`config.mk`:
```
export PLATFORM = sky130hd
export DESIGN_NAME = px_ss_ctrl_flat
export DESIGN_NICKNAME = d
export VERILOG_FILES = /design/src/rtl/px_ss_if.sv /design/src/rtl/px_ss_ctrl.sv /design/src/flat_wrapper.sv
export SDC_FILE = /design/constraint.sdc
export NUM_CORES = 1
export LEC_CHECK = 0
export ABC_AREA = 1
export CORE_MARGIN = 4
export CORE_UTILIZATION = 45
export DETAILED_ROUTE_END_ITERATION = 12
export PLACE_DENSITY_LB_ADDON = 0.2
export SLEW_MARGIN = 20
export SYNTH_ARGS = -nofsm -noshare
export SYNTH_HDL_FRONTEND = slang
export SYNTH_SLANG_ARGS = --single-unit
export TNS_END_PERCENT = 5
```
`constraint.sdc`:
```
create_clock -name clk_i -period 2.65 [get_ports clk_i]
set_clock_uncertainty 0.15 [all_clocks]
set_input_delay 0.3975 -clock clk_i [delete_from_list [all_inputs] [get_ports clk_i]]
set_output_delay 0.3975 -clock clk_i [all_outputs]
set_load 0.005 [all_outputs]
```
`src/rtl/px_ss_if.sv`:
```
// px_ss_if: configuration bundle between px_ss_ctrl (master) and the pixel subsampler (slave).
//   px_to_skip, px_skip_interval, add_px_skip_interval : horizontal skip parameters
//   ln_to_skip, ln_skip_interval, add_ln_skip_interval : vertical skip parameters
//   apply_stb : one-cycle strobe marking the six fields as a freshly applied set
interface px_ss_if;
    logic [15:0] px_to_skip;
    logic [15:0] px_skip_interval;
    logic [15:0] add_px_skip_interval;
    logic [15:0] ln_to_skip;
    logic [15:0] ln_skip_interval;
    logic [15:0] add_ln_skip_interval;
    logic        apply_stb;

    modport master (
        output px_to_skip, px_skip_interval, add_px_skip_interval,
        output ln_to_skip, ln_skip_interval, add_ln_skip_interval,
        output apply_stb
    );

    modport slave (
        input px_to_skip, px_skip_interval, add_px_skip_interval,
        input ln_to_skip, ln_skip_interval, add_ln_skip_interval,
        input apply_stb
    );
endinterface

```
`src/rtl/px_ss_ctrl.sv`:
```
// px_ss_ctrl: derives per-axis subsampling skip parameters from input/target resolution using
// one shared 16-cycle restoring divider, then applies all six fields atomically on ss_if.
//   clk_i        : clock, rising edge
//   rst_i        : synchronous active-low reset
//   in_width_i   : source line length      in_height_i  : source frame height
//   out_width_i  : target line length      out_height_i : target frame height
//   cfg_valid_i  : request; accepted when cfg_ready_o is high
//   cfg_ready_o  : idle and able to accept (registered)
//   cfg_err_o    : one-cycle pulse after a rejected request
//   ss_if        : px_ss_if master, fields + apply_stb
module px_ss_ctrl (
    input  logic        clk_i,
    input  logic        rst_i,
    input  logic [15:0] in_width_i,
    input  logic [15:0] in_height_i,
    input  logic [15:0] out_width_i,
    input  logic [15:0] out_height_i,
    input  logic        cfg_valid_i,
    output logic        cfg_ready_o,
    output logic        cfg_err_o,
    px_ss_if.master     ss_if
);

    localparam logic [1:0] StIdle  = 2'd0;
    localparam logic [1:0] StPxDiv = 2'd1;
    localparam logic [1:0] StLnDiv = 2'd2;
    localparam logic [1:0] StApply = 2'd3;

    logic [1:0]  state_q, state_d;
    logic [3:0]  cnt_q, cnt_d;
    // Divider: quo_q starts as the dividend and is shifted into the quotient bit by bit.
    logic [15:0] quo_q, quo_d;
    logic [16:0] rem_q, rem_d;
    logic [15:0] dsr_q, dsr_d;
    // Vertical operands parked until the divider is free.
    logic [15:0] ln_dvd_q, ln_dvd_d;
    logic [15:0] ln_dsr_q, ln_dsr_d;
    // Horizontal results held until APPLY.
    logic [15:0] px_skip_q, px_skip_d;
    logic [15:0] px_int_q, px_int_d;
    logic [15:0] px_add_q, px_add_d;
    // Applied fields.
    logic [15:0] o_px_skip_q, o_px_skip_d;
    logic [15:0] o_px_int_q, o_px_int_d;
    logic [15:0] o_px_add_q, o_px_add_d;
    logic [15:0] o_ln_skip_q, o_ln_skip_d;
    logic [15:0] o_ln_int_q, o_ln_int_d;
    logic [15:0] o_ln_add_q, o_ln_add_d;
    logic        stb_q, stb_d;
    logic        err_q, err_d;
    logic        ready_q, ready_d;

    logic        accept;
    logic        bad_req;
    logic [16:0] rem_sh;
    logic        ge;
    logic [16:0] rem_step;
    logic [15:0] quo_step;
    logic        dsr_zero;

    always_comb begin
        accept  = cfg_valid_i & ready_q;
        bad_req = (in_width_i == 16'd0) || (in_height_i == 16'd0) ||
                  (out_width_i == 16'd0) || (out_height_i == 16'd0) ||
                  (out_width_i > in_width_i) || (out_height_i > in_height_i);

        // One restoring step; remainder stays below the divisor so 17 bits never overflow.
        rem_sh   = {rem_q[15:0], quo_q[15]};
        ge       = rem_sh >= {1'b0, dsr_q};
        rem_step = ge ? (rem_sh - {1'b0, dsr_q}) : rem_sh;
        quo_step = {quo_q[14:0], ge};
        // Zero divisor still runs its 16 steps; the result is discarded.
        dsr_zero = (dsr_q == 16'd0);

        state_d     = state_q;
        cnt_d       = cnt_q;
        quo_d       = quo_q;
        rem_d       = rem_q;
        dsr_d       = dsr_q;
        ln_dvd_d    = ln_dvd_q;
        ln_dsr_d    = ln_dsr_q;
        px_skip_d   = px_skip_q;
        px_int_d    = px_int_q;
        px_add_d    = px_add_q;
        o_px_skip_d = o_px_skip_q;
        o_px_int_d  = o_px_int_q;
        o_px_add_d  = o_px_add_q;
        o_ln_skip_d = o_ln_skip_q;
        o_ln_int_d  = o_ln_int_q;
        o_ln_add_d  = o_ln_add_q;
        stb_d       = 1'b0;
        err_d       = 1'b0;

        unique case (state_q)
            StIdle: begin
                if (accept) begin
                    if (bad_req) begin
                        err_d = 1'b1;
                    end else begin
                        state_d   = StPxDiv;
                        cnt_d     = 4'd0;
                        quo_d     = in_width_i;
                        rem_d     = 17'd0;
                        dsr_d     = in_width_i - out_width_i;
                        px_skip_d = in_width_i - out_width_i;
                        ln_dvd_d  = in_height_i;
                        ln_dsr_d  = in_height_i - out_height_i;
                    end
                end
            end
            StPxDiv: begin
                quo_d = quo_step;
                rem_d = rem_step;
                cnt_d = cnt_q + 4'd1;
                if (cnt_q == 4'd15) begin
                    px_int_d = dsr_zero ? 16'd0 : quo_step;
                    px_add_d = dsr_zero ? 16'd0 : rem_step[15:0];
                    quo_d    = ln_dvd_q;
                    rem_d    = 17'd0;
                    dsr_d    = ln_dsr_q;
                    cnt_d    = 4'd0;
                    state_d  = StLnDiv;
                end
            end
            StLnDiv: begin
                quo_d = quo_step;
                rem_d = rem_step;
                cnt_d = cnt_q + 4'd1;
                if (cnt_q == 4'd15) begin
                    state_d = StApply;
                end
            end
            StApply: begin
                // Vertical result is read straight out of the divider registers.
                o_px_skip_d = px_skip_q;
                o_px_int_d  = px_int_q;
                o_px_add_d  = px_add_q;
                o_ln_skip_d = ln_dsr_q;
                o_ln_int_d  = dsr_zero ? 16'd0 : quo_q;
                o_ln_add_d  = dsr_zero ? 16'd0 : rem_q[15:0];
                stb_d       = 1'b1;
                state_d     = StIdle;
            end
            default: state_d = StIdle;
        endcase

        ready_d = (state_d == StIdle);
    end

    always_ff @(posedge clk_i) begin
        if (!rst_i) begin
            state_q     <= StIdle;
            cnt_q       <= 4'd0;
            quo_q       <= 16'd0;
            rem_q       <= 17'd0;
            dsr_q       <= 16'd0;
            ln_dvd_q    <= 16'd0;
            ln_dsr_q    <= 16'd0;
            px_skip_q   <= 16'd0;
            px_int_q    <= 16'd0;
            px_add_q    <= 16'd0;
            o_px_skip_q <= 16'd0;
            o_px_int_q  <= 16'd0;
            o_px_add_q  <= 16'd0;
            o_ln_skip_q <= 16'd0;
            o_ln_int_q  <= 16'd0;
            o_ln_add_q  <= 16'd0;
            stb_q       <= 1'b0;
            err_q       <= 1'b0;
            ready_q     <= 1'b0;
        end else begin
            state_q     <= state_d;
            cnt_q       <= cnt_d;
            quo_q       <= quo_d;
            rem_q       <= rem_d;
            dsr_q       <= dsr_d;
            ln_dvd_q    <= ln_dvd_d;
            ln_dsr_q    <= ln_dsr_d;
            px_skip_q   <= px_skip_d;
            px_int_q    <= px_int_d;
            px_add_q    <= px_add_d;
            o_px_skip_q <= o_px_skip_d;
            o_px_int_q  <= o_px_int_d;
            o_px_add_q  <= o_px_add_d;
            o_ln_skip_q <= o_ln_skip_d;
            o_ln_int_q  <= o_ln_int_d;
            o_ln_add_q  <= o_ln_add_d;
            stb_q       <= stb_d;
            err_q       <= err_d;
            ready_q     <= ready_d;
        end
    end

    assign cfg_ready_o                = ready_q;
    assign cfg_err_o                  = err_q;
    assign ss_if.px_to_skip           = o_px_skip_q;
    assign ss_if.px_skip_interval     = o_px_int_q;
    assign ss_if.add_px_skip_interval = o_px_add_q;
    assign ss_if.ln_to_skip           = o_ln_skip_q;
    assign ss_if.ln_skip_interval     = o_ln_int_q;
    assign ss_if.add_ln_skip_interval = o_ln_add_q;
    assign ss_if.apply_stb            = stb_q;

endmodule

```
`src/flat_wrapper.sv`:
```
// flat-port wrapper written by rule: the top's interface ports become plain ports
module px_ss_ctrl_flat 
  (clk_i, rst_i, in_width_i, in_height_i, out_width_i, out_height_i, cfg_valid_i, cfg_ready_o, cfg_err_o, ss_if_px_to_skip, ss_if_px_skip_interval, ss_if_add_px_skip_interval, ss_if_ln_to_skip, ss_if_ln_skip_interval, ss_if_add_ln_skip_interval, ss_if_apply_stb);
  px_ss_if ss_if_i ();
  input  logic clk_i;
  input  logic rst_i;
  input  logic [15:0] in_width_i;
  input  logic [15:0] in_height_i;
  input  logic [15:0] out_width_i;
  input  logic [15:0] out_height_i;
  input  logic cfg_valid_i;
  output logic cfg_ready_o;
  output logic cfg_err_o;
  output wire logic [$bits(ss_if_i.px_to_skip)-1:0] ss_if_px_to_skip;
  output wire logic [$bits(ss_if_i.px_skip_interval)-1:0] ss_if_px_skip_interval;
  output wire logic [$bits(ss_if_i.add_px_skip_interval)-1:0] ss_if_add_px_skip_interval;
  output wire logic [$bits(ss_if_i.ln_to_skip)-1:0] ss_if_ln_to_skip;
  output wire logic [$bits(ss_if_i.ln_skip_interval)-1:0] ss_if_ln_skip_interval;
  output wire logic [$bits(ss_if_i.add_ln_skip_interval)-1:0] ss_if_add_ln_skip_interval;
  output wire logic [$bits(ss_if_i.apply_stb)-1:0] ss_if_apply_stb;
  assign ss_if_px_to_skip = ss_if_i.px_to_skip;
  assign ss_if_px_skip_interval = ss_if_i.px_skip_interval;
  assign ss_if_add_px_skip_interval = ss_if_i.add_px_skip_interval;
  assign ss_if_ln_to_skip = ss_if_i.ln_to_skip;
  assign ss_if_ln_skip_interval = ss_if_i.ln_skip_interval;
  assign ss_if_add_ln_skip_interval = ss_if_i.add_ln_skip_interval;
  assign ss_if_apply_stb = ss_if_i.apply_stb;
  px_ss_ctrl u_core (.clk_i(clk_i), .rst_i(rst_i), .in_width_i(in_width_i), .in_height_i(in_height_i), .out_width_i(out_width_i), .out_height_i(out_height_i), .cfg_valid_i(cfg_valid_i), .cfg_ready_o(cfg_ready_o), .cfg_err_o(cfg_err_o), .ss_if(ss_if_i));
endmodule
```
=== After elaboration in Yosys (flattened, before gate mapping) ===
Index checks and enable logic that the tools add are counted.

* Register bits after elaboration: 233
* Bits of input ports: 67
* Output and inout bits: 99

* Add/subtract/negate cells: 4
* $lt $le $gt $ge: 3
* Equality and inequality tests: 7
* Multiplexer cells: 28
* Bitwise gates (word level): 2
* Reductions and logical operators: 19

{| class="wikitable"
|+ Operators with widths
! operator !! count
|-
| $mux W16 || 14
|-
| $pmux W16 S3 || 2
|-
| $logic_not A16 Y1 || 5
|-
| $sub A16 B16 Y16 || 3
|-
| $gt A16 B16 Y1 || 2
|-
| $pmux W16 S2 || 1
|-
| $ge A17 B16 Y1 || 1
|-
| $mux W4 || 3
|-
| $pmux W4 S3 || 1
|-
| $reduce_and A3 Y1 || 3
|-
| $mux W2 || 4
|-
| $pmux W2 S4 || 1
|-
| $logic_or A1 B1 Y1 || 5
|-
| $add A4 B1 Y4 const B || 1
|-
| $eq A2 B2 Y1 const B || 2
|-
| $eq A4 B4 Y1 const B || 1
|-
| $logic_not A2 Y1 || 2
|-
| $ne A2 B1 Y1 const B || 2
|-
| $reduce_and A4 Y1 || 1
|-
| $reduce_bool A3 Y1 || 1
|-
| $eq A2 B1 Y1 const B || 1
|-
| $mux W1 || 2
|-
| $ne A2 B2 Y1 const B || 1
|-
| $reduce_and A2 Y1 || 1
|-
| 3 further kinds || 3
|}

=== Logic depth before layout (Yosys ltp) ===
Gate-level depths: netlist of run 1.

* Word-level depth: 10
* Gate-level depth with buffers: 17
* Mapped depth without buffers: 16

=== Worst setup path before layout of run 1 ===
Ideal clock, no wire load.

* Kind: input to register
* Start: in in_height_i[0]
* End: reg u_core.dsr_q[10]
* Data arrival time: 2175 ps
* Data required time: 2387 ps
* Slack: 212 ps
* Stages on the path: 16
* Path buffers: 1
* Cells stage by stage: inv_1 ha_1 fa_1 inv_1 nand3_1 nand2_1 nand2_1 nand2_1 nand2_1 nand2_1 nand3_1 nand2_1 nand3_2 buf_2 nor2_1 nor2_1

* Word-level cells in the longest chain between the ends: 8

{| class="wikitable"
|+ RTL lines
! item !! line !! source
|-
| start: declaration || flat_wrapper.sv:8 || <nowiki>input logic [15:0] in_height_i;</nowiki>
|-
| branches (longest 5 deep; another with $gt A16 B16 Y1) || n/a ||
|-
| $logic_or A1 B1 Y1 (*) || px_ss_ctrl.sv:65 || <nowiki>(out_width_i > in_width_i) || (out_height_i > in_height_i);</nowiki>
|-
| $ne A2 B2 Y1 (no source line) (*) || n/a ||
|-
| $reduce_and A4 Y1 (no source line) (*) || n/a ||
|-
| end signal: assignment || px_ss_ctrl.sv:176 || <nowiki>dsr_q <= dsr_d;</nowiki>
|-
| end: declaration || px_ss_ctrl.sv:34 || <nowiki>logic [15:0] dsr_q, dsr_d;</nowiki>
|}

Every way passes the cells marked *.
A chain may end at the register's enable or synchronous reset.

=== Final worst setup path of run 1 ===
* Start: reg u_core.rem_q[9]
* End: reg u_core.px_add_q[12]

* Word-level cells in the longest chain between the ends: 3

{| class="wikitable"
|+ RTL lines
! item !! line !! source
|-
| start: declaration || px_ss_ctrl.sv:33 || <nowiki>logic [16:0] rem_q, rem_d;</nowiki>
|-
| start signal: assignment || px_ss_ctrl.sv:175 || <nowiki>rem_q <= rem_d;</nowiki>
|-
| $sub A16 B16 Y16 or $ge A17 B16 Y1 (tied branches) || px_ss_ctrl.sv:70, px_ss_ctrl.sv:69 ||
|-
| $mux W16 (*) || px_ss_ctrl.sv:70 || <nowiki>rem_step = ge ? (rem_sh - {1'b0, dsr_q}) : rem_sh;</nowiki>
|-
| $mux W16 (*) || px_ss_ctrl.sv:117 || <nowiki>px_add_d = dsr_zero ? 16'd0 : rem_step[15:0];</nowiki>
|-
| end signal: assignment || px_ss_ctrl.sv:181 || <nowiki>px_add_q <= px_add_d;</nowiki>
|-
| end: declaration || px_ss_ctrl.sv:41 || <nowiki>logic [15:0] px_add_q, px_add_d;</nowiki>
|}

Mark *: on every way between the ends. The rest lies on a longest branch, timed or not.

==> flow_summary.yaml, run 1 <==
global_route:
  antenna_found_initial: 0
  grt_pass1_wl_mm: 63.4
  grt_usage: 0.259
  grt_max_degree: 131
  gr-total-overflow: 0
  grt_pass1_vias: 11900
sta:
  finalSetupViolCount: 0
  hold_viol_final: 0
  worst_slack_ns: 0.178
  finalCriticalPeriod_ns: 2.47
  rsz0062_at_grt: "no"
  fmax_mhz: 405
  period_share: 0.933
  drv_slew: 0
  fin_tns_setup_ns: 0
  slew_headroom: 0.602
  tightest_slew_ns: 0.591
cts:
  clockBufferDepth: 3
  cts_tree: "done"
  cts.hold.buffers_added: 0
  clk_latency_ns: 0.53
  h-tree-depth: 1
  ctsRootBufferMaster: "clkbuf_16"
  cts.sinks: 233
  clk_pin_slew_ns: 0.06
  tritoncts.num_buffers: 25
die:
  die_w_um: 173
  dieArea_um2: 29900
  core_area_um2: 26900
  initial_utilization: 0.456
  io_pins: 166
  num_rows: 60
  die_h_um: 173
pwr:
  ir_worst_vdd_mv: 0.378
  pwr_density_cell_nw_per_um2: 580
  power_w: 0.00939
  leakage_nw: 7.62
layout:
  drive_above_1_share: 0.115
  fin_util: 0.602
  syn2layout_area_growth_pct: 32.2
  layout.nets: 2234
  antenna_cells: 0
setup_path:
  crit_top_cell: "nand2_1"
  arrival_ns: 2.78
  worstSetupPathType: "flop to flop"
  path_delay_family: "simple AND/OR/NAND/NOR gates"
  slowest_delay_ns: 0.43
  required_ns: 2.95
  worstPathMaxFanout: 18
  path_cells: "ha_1, nand2_1, inv_1, nand2_1, nor4_1, nand2_1, nand2_4, inv_1, nand2_1, nand3_1, a21oi_1"
  path_buf_inv: 2
  cpMaxStageDelayCell: "ha_1"
  crit_path_end_kind: "flop"
  startpoint_type: "flop"
drt:
  wl_mm: 40.9
  drc: 0
  viasPerCell: 5.17
  drtAntennaViolNets: 0
  wl_per_cell_um: 16.6
  vias: 12800
  first_iter_violations: 1126
  first_pass_iters: 5
placement:
  place_ws_ns: -0.613
  port-buffer-count: 165
  gp_congestion: 0.962
  place_hpwl_mm: 31.8
synth:
  avgSynthCellArea_um2: 6.65
  ys_async_sr_fraction: 0
  synth_warnings: 0
  netlist_top_cells_count: "429 x nand2_1, 329 x nor2_1, 233 x dfxtp_1"
  synth_seq_cells: 233
  synth-edff-count: 0
  netlist_area_um2: 12300
  yosysMostFrequentCell: "nand2_1"
  yosys.area.top_type: "dfxtp_1"
  yosys-top-cells-area: "dfxtp_1 38%, nand2_1 13%, nor2_1 10%"
  synth.distinct_cells: 35
  synth_nets: 1967
  synth_top_area_share: 0.381
  yosysSeqAreaShare: 0.381
  ys.flop_type: "dfxtp_1"
  netlist_instances: 1842
flow_run:
  drv_cap: 0
worst_hold_path:
  hold_class: "input port to flop"
outcome:
  status: "finished, final reports clean"
==> per-stage QoR <==
stage	instances	instance area [um^2]	hold WS (ns)
6_report	2466	16200	0.136
5_1_grt	2466	16200	0.141
3_5_place_dp	2415	15200	0.302
2_1_floorplan	1842	12300	0.281
3_3_place_gp	2415	15200	0.293
4_1_cts	2458	16000	0.112
==> cell families after synthesis <==
kind of cell | synth area share
xor gates and xnor gates | 0.0164
buffers and inverters | 0.0868
adders and majority gates | 0.0611
and+or+nand+nor | 0.313
AOI/OAI and AO/OA | 0.142
DFF | 0.381
==> what timing repair did <==
action / 4_1_cts / 5_1_grt
cloned: 0 / 2
pin swaps: 0 / 8
setup endpoints to repair: 2 / 107
buffers inserted: 0 / 6
gates resized for setup: 2 / 30
==> per-layer routing <==
metal	vias to the layer above	global-route usage	wire length, um
li1	6456	-	-
met1	5783	0.330	17300
met2	417	0.441	19200
met3	96	0.0334	2310
met4	0	0.116	2100
met5	-	0	0
==> cell usage in the layout, fill, tap and decap left out, drive strengths merged <==
cell type,n
a21o,2
a21oi,143
a221oi,15
and2,6
buf,163
clkbuf,35
clkdlybuf4s50,161
clkinv,7
clkinvlp,2
dfxtp,233
dlymetal6s2s,3
fa,3
ha,55
inv,176
nand2,432
nand3,96
nand3b,16
nand4,16
nor2,339
nor3,21
nor4,2
o211ai,2
o21a,2
o21ai,165
o21bai,3
or2,4
xnor2,11
xor2,12
==> where the power goes <==
| group | internal [W] | switching (W) |
|---|---|---|
| Combinational | 0.000965 | 0.00152 |
| Clock | 0.00183 | 0.00143 |
| Sequential | 0.00358 | 0.0000675 |
==> worst paths after layout <==
check / slack [ns] / startpoint / depth (start not counted) / end
worst max-delay path: 0.18 / u_core.rem_q[9] / 11 / u_core.px_add_q[12]
worst min-delay path: 0.14 / rst_i / 3 / u_core.rem_q[0]
worst max register to register: 0.18 / u_core.rem_q[9] / 11 / u_core.px_add_q[12]
worst min register to register: 0.31 / u_core.ln_dvd_q[7] / 2 / u_core.ln_dvd_q[7]
==> cell type report <==
| class | instances | area, um^2 |
|---|---|---|
| Timing Repair Buffer | 329 | 3060 |
| Sequential cell | 233 | 4660 |
| Multi-Input combinational cell | 1345 | 6620 |
| Inverter | 175 | 659 |
| Clock inverter | 10 | 73.8 |
| Clock buffer | 33 | 686 |
| Fill cell | 2597 | 10700 |
| Tap cell | 341 | 427 |
==> worst reg2reg max path, cell delays in order, from the launching register on <==
cell and delay (ns):
dfxtp_1 0.39, ha_1 0.43, nand2_1 0.08, inv_1 0.10, nand2_1 0.10, nor4_1 0.24, nand2_1 0.17, nand2_4 0.20
inv_1 0.14, nand2_1 0.10, nand3_1 0.13, a21oi_1 0.17
(Power assumes the default switching activity.)
==> inputs of run 2 (changes only) <==
--- a/config.mk
+++ b/config.mk
@@ -10,6 +10,7 @@
 export CORE_UTILIZATION = 45
 export DETAILED_ROUTE_END_ITERATION = 12
 export PLACE_DENSITY_LB_ADDON = 0.2
+export SETUP_SLACK_MARGIN = 0.4
 export SLEW_MARGIN = 20
 export SYNTH_ARGS = -nofsm -noshare
 export SYNTH_HDL_FRONTEND = slang
==> run 2 against run 1 <==
  * Non-clock buffer count grew 40
  * Critical path depth grew 9
  * Register-to-register slack gained 0.28 ns
  * Critical path type is now input port to flop
  * Flip-flop and latch count is the same
  * Critical endpoint is now u_core.dsr_q[8]
  * First-iteration DRC count grew 3.1%
  * Largest power group is now the clock network
  * Largest cell class unchanged
  * Cell area grew 10%
  * Highest routed layer unchanged
  * Sequential share of layout area shrank 2.6 points
  * Die area is the same
  * Utilization grew 6.1 points
  * Cell count grew 1.7%
  * Sequential power is essentially flat
  * Maximum frequency grew 8.3%
==> flow_summary.yaml, run 2 (synthesis results as in run 1) <==
cts:
  h-tree-depth: 1
  cts_tree: "done"
  clk_pin_slew_ns: 0.06
  cts.hold.buffers_added: 0
  ctsRootBufferMaster: "clkbuf_16"
  cts.sinks: 233
  clk_latency_ns: 0.52
  tritoncts.num_buffers: 25
  clockBufferDepth: 3
setup_path:
  required_ns: 2.94
  r2r-start: "u_core.rem_q[12]"
  worstPathMaxFanout: 8
  arrival_ns: 2.57
  crit_path_end_kind: "flop"
  worstSetupPathType: "input port to flop"
  startpoint_type: "input port"
  setup.worst_path.start: "in_width_i[0]"
layout:
  antenna_cells: 0
  layout_commonest_cell: "nand2_1"
  layoutNonFillerInstCount: 2507
  fin_util: 0.663
  final_cell_mix: "385 x nand2_1, 312 x nor2_1, 221 x dfxtp_1, 174 x buf_4, 155 x o21ai_0"
  drive_above_1_share: 0.224
  layout.nets: 2275
  fin_area_um2: 17800
  syn2layout_area_growth_pct: 45.5
global_route:
  grt_pass1_wl_mm: 66.2
  grt_max_degree: 131
  antenna_found_initial: 0
  grt_usage: 0.270
  gr-total-overflow: 0
  grt_pass1_vias: 12700
placement:
  dp.cells: 2415
  place_hpwl_mm: 31.1
  dpl-instance-area_um2: 15300
  gp_congestion: 0.989
  place_ws_ns: -0.450
  port-buffer-count: 165
die:
  die_w_um: 173
  initial_utilization: 0.456
  core_area_um2: 26900
  io_pins: 166
  num_rows: 60
  dieArea_um2: 29900
  die_h_um: 173
worst_hold_path:
  hold_class: "input port to flop"
  min_from: "rst_i"
sta:
  slew_headroom: 0.589
  fmax_mhz: 438
  worst_slack_ns: 0.367
  finalSetupViolCount: 0
  tightest_slew_ns: 0.617
  period_share: 0.861
  drv_slew: 0
  rsz0062_at_grt: "yes"
  holdWs_ns: 0.122
  finalCriticalPeriod_ns: 2.28
  hold_viol_final: 0
drt:
  viasPerCell: 5.33
  wl_mm: 43.5
  drtAntennaViolNets: 0
  wl_per_cell_um: 17.3
  first_pass_iters: 5
  drc: 0
  first_iter_violations: 1161
  vias: 13400
pwr:
  leakage_nw: 8.44
  pwr_density_cell_nw_per_um2: 582
  ir_worst_vdd_mv: 0.504
flow_run:
  drv_cap: 0
outcome:
  status: "finished, final reports clean"
==> run 2: cell count changes in the layout (fill, tap and decap cells not counted), moves of 15 or more <==
cell             before  now
buf_4               149  174
inv_1               171  120
nand2_2               5   34
clkdlybuf4s50_1     161  101
dlygate4sd2_1         0   16
ha_4                  3   43
ha_1                 50   10
nor2_1              327  312
dlymetal6s2s_1        3   42
nand2_1             425  385
a21oi_1             137  121
inv_2                 3   52
==> run 2: path summary, 6_finish.rpt <==
kind	endpoint	slack [ns]	depth (start not counted)
min reg2reg	u_core.ln_dvd_q[7]	0.31	2
max reg2reg	u_core.px_add_q[7]	0.46	11
max	u_core.dsr_q[8]	0.37	20
min	u_core.ss_if.apply_stb	0.12	3
==> run 2: cell type report <==
cell class,count,area [um^2]
clock buffers,31,698
clock inverters,12,174
fillers,2313,9050
inverters,175,673
multi-input cells,1346,7580
flip-flops and latches,233,4680
well taps,341,427
repair buffers,369,3600
==> run 2: power by group <==
group / switching (W) / internal (W) / total (W)
logic: 0.00177 / 0.00127 / 0.00305
clock network: 0.00142 / 0.00226 / 0.00368
registers: 0.0000759 / 0.00358 / 0.00366
total: 0.00327 / 0.00711 / 0.0104
==> run 2: repair_timing <==
item / 4_1_cts / 5_1_grt
hold endpoints to repair: 0 / 0
cloned: 9 / 0
setup endpoints to repair: 135 / 122
buffers inserted: 23 / 17
resized for setup: 151 / 187
pin swaps: 31 / 50
==> run 2: through the flow <==
stage / TNS, ns / total power [W]
global placement: -30.85 / 0.00608
global route: 0 / 0.0108
detailed placement: -38.52 / 0.00610
CTS: 0 / 0.0101
finish: 0 / 0.0104
floorplan: 0 / 0.00521
==> run 2: per-layer routing <==
metal | track usage | vias up | wire, um
met4 | 0.125 | 0 | 2580
met2 | 0.479 | 455 | 21200
met3 | 0.0254 | 150 | 2000
met1 | 0.330 | 6204 | 17700
li1 | - | 6556 | -
met5 | 0 | - | 0
==> run 2: critical path, stage by stage <==
cell and delay, ns:
buf_2 0.09, inv_2 0.05, ha_4 0.16, fa_2 0.37, inv_2 0.09, nand2_4 0.06, nand2_4 0.07, nand3_2 0.07
nand2_2 0.09, nand2_2 0.08, nand2_4 0.08, buf_6 0.09, buf_6 0.08, nand3_4 0.07, nand2_4 0.08, nand3_4 0.17
buf_12 0.20, nand2_1 0.05, nand2_1 0.05, nor2_1 0.14
==> inputs of run 3 (changes only) <==
--- a/config.mk
+++ b/config.mk
@@ -9,6 +9,7 @@
 export CORE_MARGIN = 4
 export CORE_UTILIZATION = 45
 export DETAILED_ROUTE_END_ITERATION = 12
+export DONT_BUFFER_PORTS = 1
 export PLACE_DENSITY_LB_ADDON = 0.2
 export SETUP_SLACK_MARGIN = 0.4
 export SLEW_MARGIN = 20
==> run 3 against run 2 <==
  * Hold slack got worse by 0.25 ns
  * Sequential share of layout area rose by 4.7 points
  * Die area did not move
  * Clock power fell by 3%
  * Largest cell class unchanged
  * Maximum frequency rose by 2.0%
  * Flip-flop and latch count did not move
  * The run now ends with negative hold slack left
  * Utilization fell by 10 points
  * Register-to-register slack got worse by 0.05 ns
==> flow_summary.yaml, run 3 (synthesis results as in run 1) <==
sta:
  tightest_slew_ns: 0.919
  holdWs_ns: -0.125
  drv_slew: 0
  slew_headroom: 0.387
  period_share: 0.845
  fmax_mhz: 447
  hold_viol_final: 105
  rsz0062_at_grt: "yes"
  finalCriticalPeriod_ns: 2.24
  fin_tns_setup_ns: 0
  finalSetupViolCount: 0
drt:
  vias: 12400
  wl_per_cell_um: 18.2
  viasPerCell: 5.40
  wl_mm: 41.7
  first_pass_iters: 5
  drc: 0
  first_iter_violations: 1081
  drtAntennaViolNets: 0
setup_path:
  worstPathMaxFanout: 6
  r2r-start: "u_core.dsr_q[12]"
  crit_path_end: "u_core.px_add_q[7]"
  rrSetupSlack_ns: 0.41
  required_ns: 2.88
  startpoint_type: "flop"
  setup.worst_path.start: "u_core.dsr_q[12]"
  reg2regPathDepth: 13
  arrival_ns: 2.47
  crit_path_end_kind: "flop"
  r2r-end: "u_core.px_add_q[7]"
  worstSetupPathType: "flop to flop"
cts:
  clk_pin_slew_ns: 0.06
  cts_tree: "done"
  clockBufferDepth: 3
  h-tree-depth: 1
  cts.sinks: 233
  ctsRootBufferMaster: "clkbuf_16"
  tritoncts.num_buffers: 26
  clk_latency_ns: 0.53
layout:
  fin_area_um2: 15100
  layout.nets: 2059
  layout_commonest_cell: "nand2_1"
  syn2layout_area_growth_pct: 23.2
  drive_above_1_share: 0.104
  final_cell_mix: "415 x nand2_1, 323 x nor2_1, 224 x dfxtp_1, 161 x o21ai_0, 155 x inv_1"
  antenna_cells: 0
  layoutNonFillerInstCount: 2295
  fin_util: 0.562
die:
  die_h_um: 173
  core_area_um2: 26900
  num_rows: 60
  initial_utilization: 0.456
  io_pins: 166
  die_w_um: 173
  dieArea_um2: 29900
pwr:
  leakage_nw: 6.72
  pwr_density_cell_nw_per_um2: 640
  ir_worst_vdd_mv: 0.505
placement:
  port-buffer-count: 0
  dp.cells: 2136
  place_hpwl_mm: 29.5
  gp_congestion: 0.965
  dpl-instance-area_um2: 12700
flow_run:
  drv_cap: 0
outcome:
  violations: "negative hold slack"
  status: "complete, but fails checks"
global_route:
  gr-total-overflow: 0
  grt_pass1_wl_mm: 63.9
  grt_pass1_vias: 11600
  grt_usage: 0.262
  antenna_found_initial: 0
  grt_max_degree: 212
worst_hold_path:
  hold_class: "input port to flop"
==> run 3: final cells by class <==
cell class / instances / area (um^2)
multi-input cells: 1345 / 6900
clock buffers: 37 / 793
inverters: 175 / 664
fillers: 2601 / 11800
clock inverters: 11 / 71.3
repair buffers: 153 / 1560
well taps: 341 / 427
flip-flops and latches: 233 / 4680
==> run 3: worst max-delay path, stage by stage, from the launching register on <==
cell and delay [ns]:
dfxtp_1 0.32, inv_2 0.06, ha_4 0.29, buf_4 0.11, nand2_1 0.06, inv_1 0.11
nand4_1 0.12, nor3_2 0.25, nor2_4 0.10, nand2_8 0.09, buf_2 0.16, nand2_1 0.08
nand3_1 0.13, a21oi_1 0.08
==> run 3: worst min path at each step <==
stage	end	slack (ns)	startpoint	cells past startpoint
floorplan	u_core.ln_dvd_q[10]	0.28	u_core.ln_dvd_q[10]	2
global placement	u_core.px_add_q[13]	0.31	u_core.px_add_q[13]	2
detailed placement	u_core.px_add_q[7]	0.31	u_core.px_add_q[7]	2
CTS	u_core.dsr_q[1]	-0.16	rst_i	2
global route	u_core.px_int_q[6]	-0.13	rst_i	2
finish	u_core.ln_dsr_q[1]	-0.12	rst_i	2
==> run 3: what timing repair did <==
item | CTS | global route
setup buffers | 2 | 4
hold buffers | 98 | 3
gates cloned | 0 | 4
setup endpoints to repair | 40 | 208
gates resized for setup | 15 | 76
hold endpoints to repair | 210 | 111
pin swaps | 1 | 13
==> run 3: power breakdown <==
group          switching [W]  leakage [nW]  total, W  internal [W]
Combinational        0.00154          4.40   0.00246      0.000917
Sequential         0.0000695          1.89   0.00365       0.00358
Clock                0.00147         0.429   0.00356       0.00209
Total                0.00308          6.72   0.00966       0.00658
==> run 3: per-layer routing <==
metal,share of wire,global-route usage,routed length [um],vias to the layer above
li1,-,-,-,6106
met1,0.40,0.314,16800,5739
met2,0.49,0.469,20500,451
met3,0.066,0.0463,2770,86
met4,0.040,0.0971,1660,0
met5,0,0,0,-
==> run 3: through the flow <==
stage	total power [W]	setup WS (ns)	hold slack, ns
floorplan	0.00521	0.377	0.281
global placement	0.00574	0.136	0.306
detailed placement	0.00576	0.112	0.306
CTS	0.00937	0.361	-0.157
global route	0.0101	0.295	-0.127
finish	0.00966	0.412	-0.125
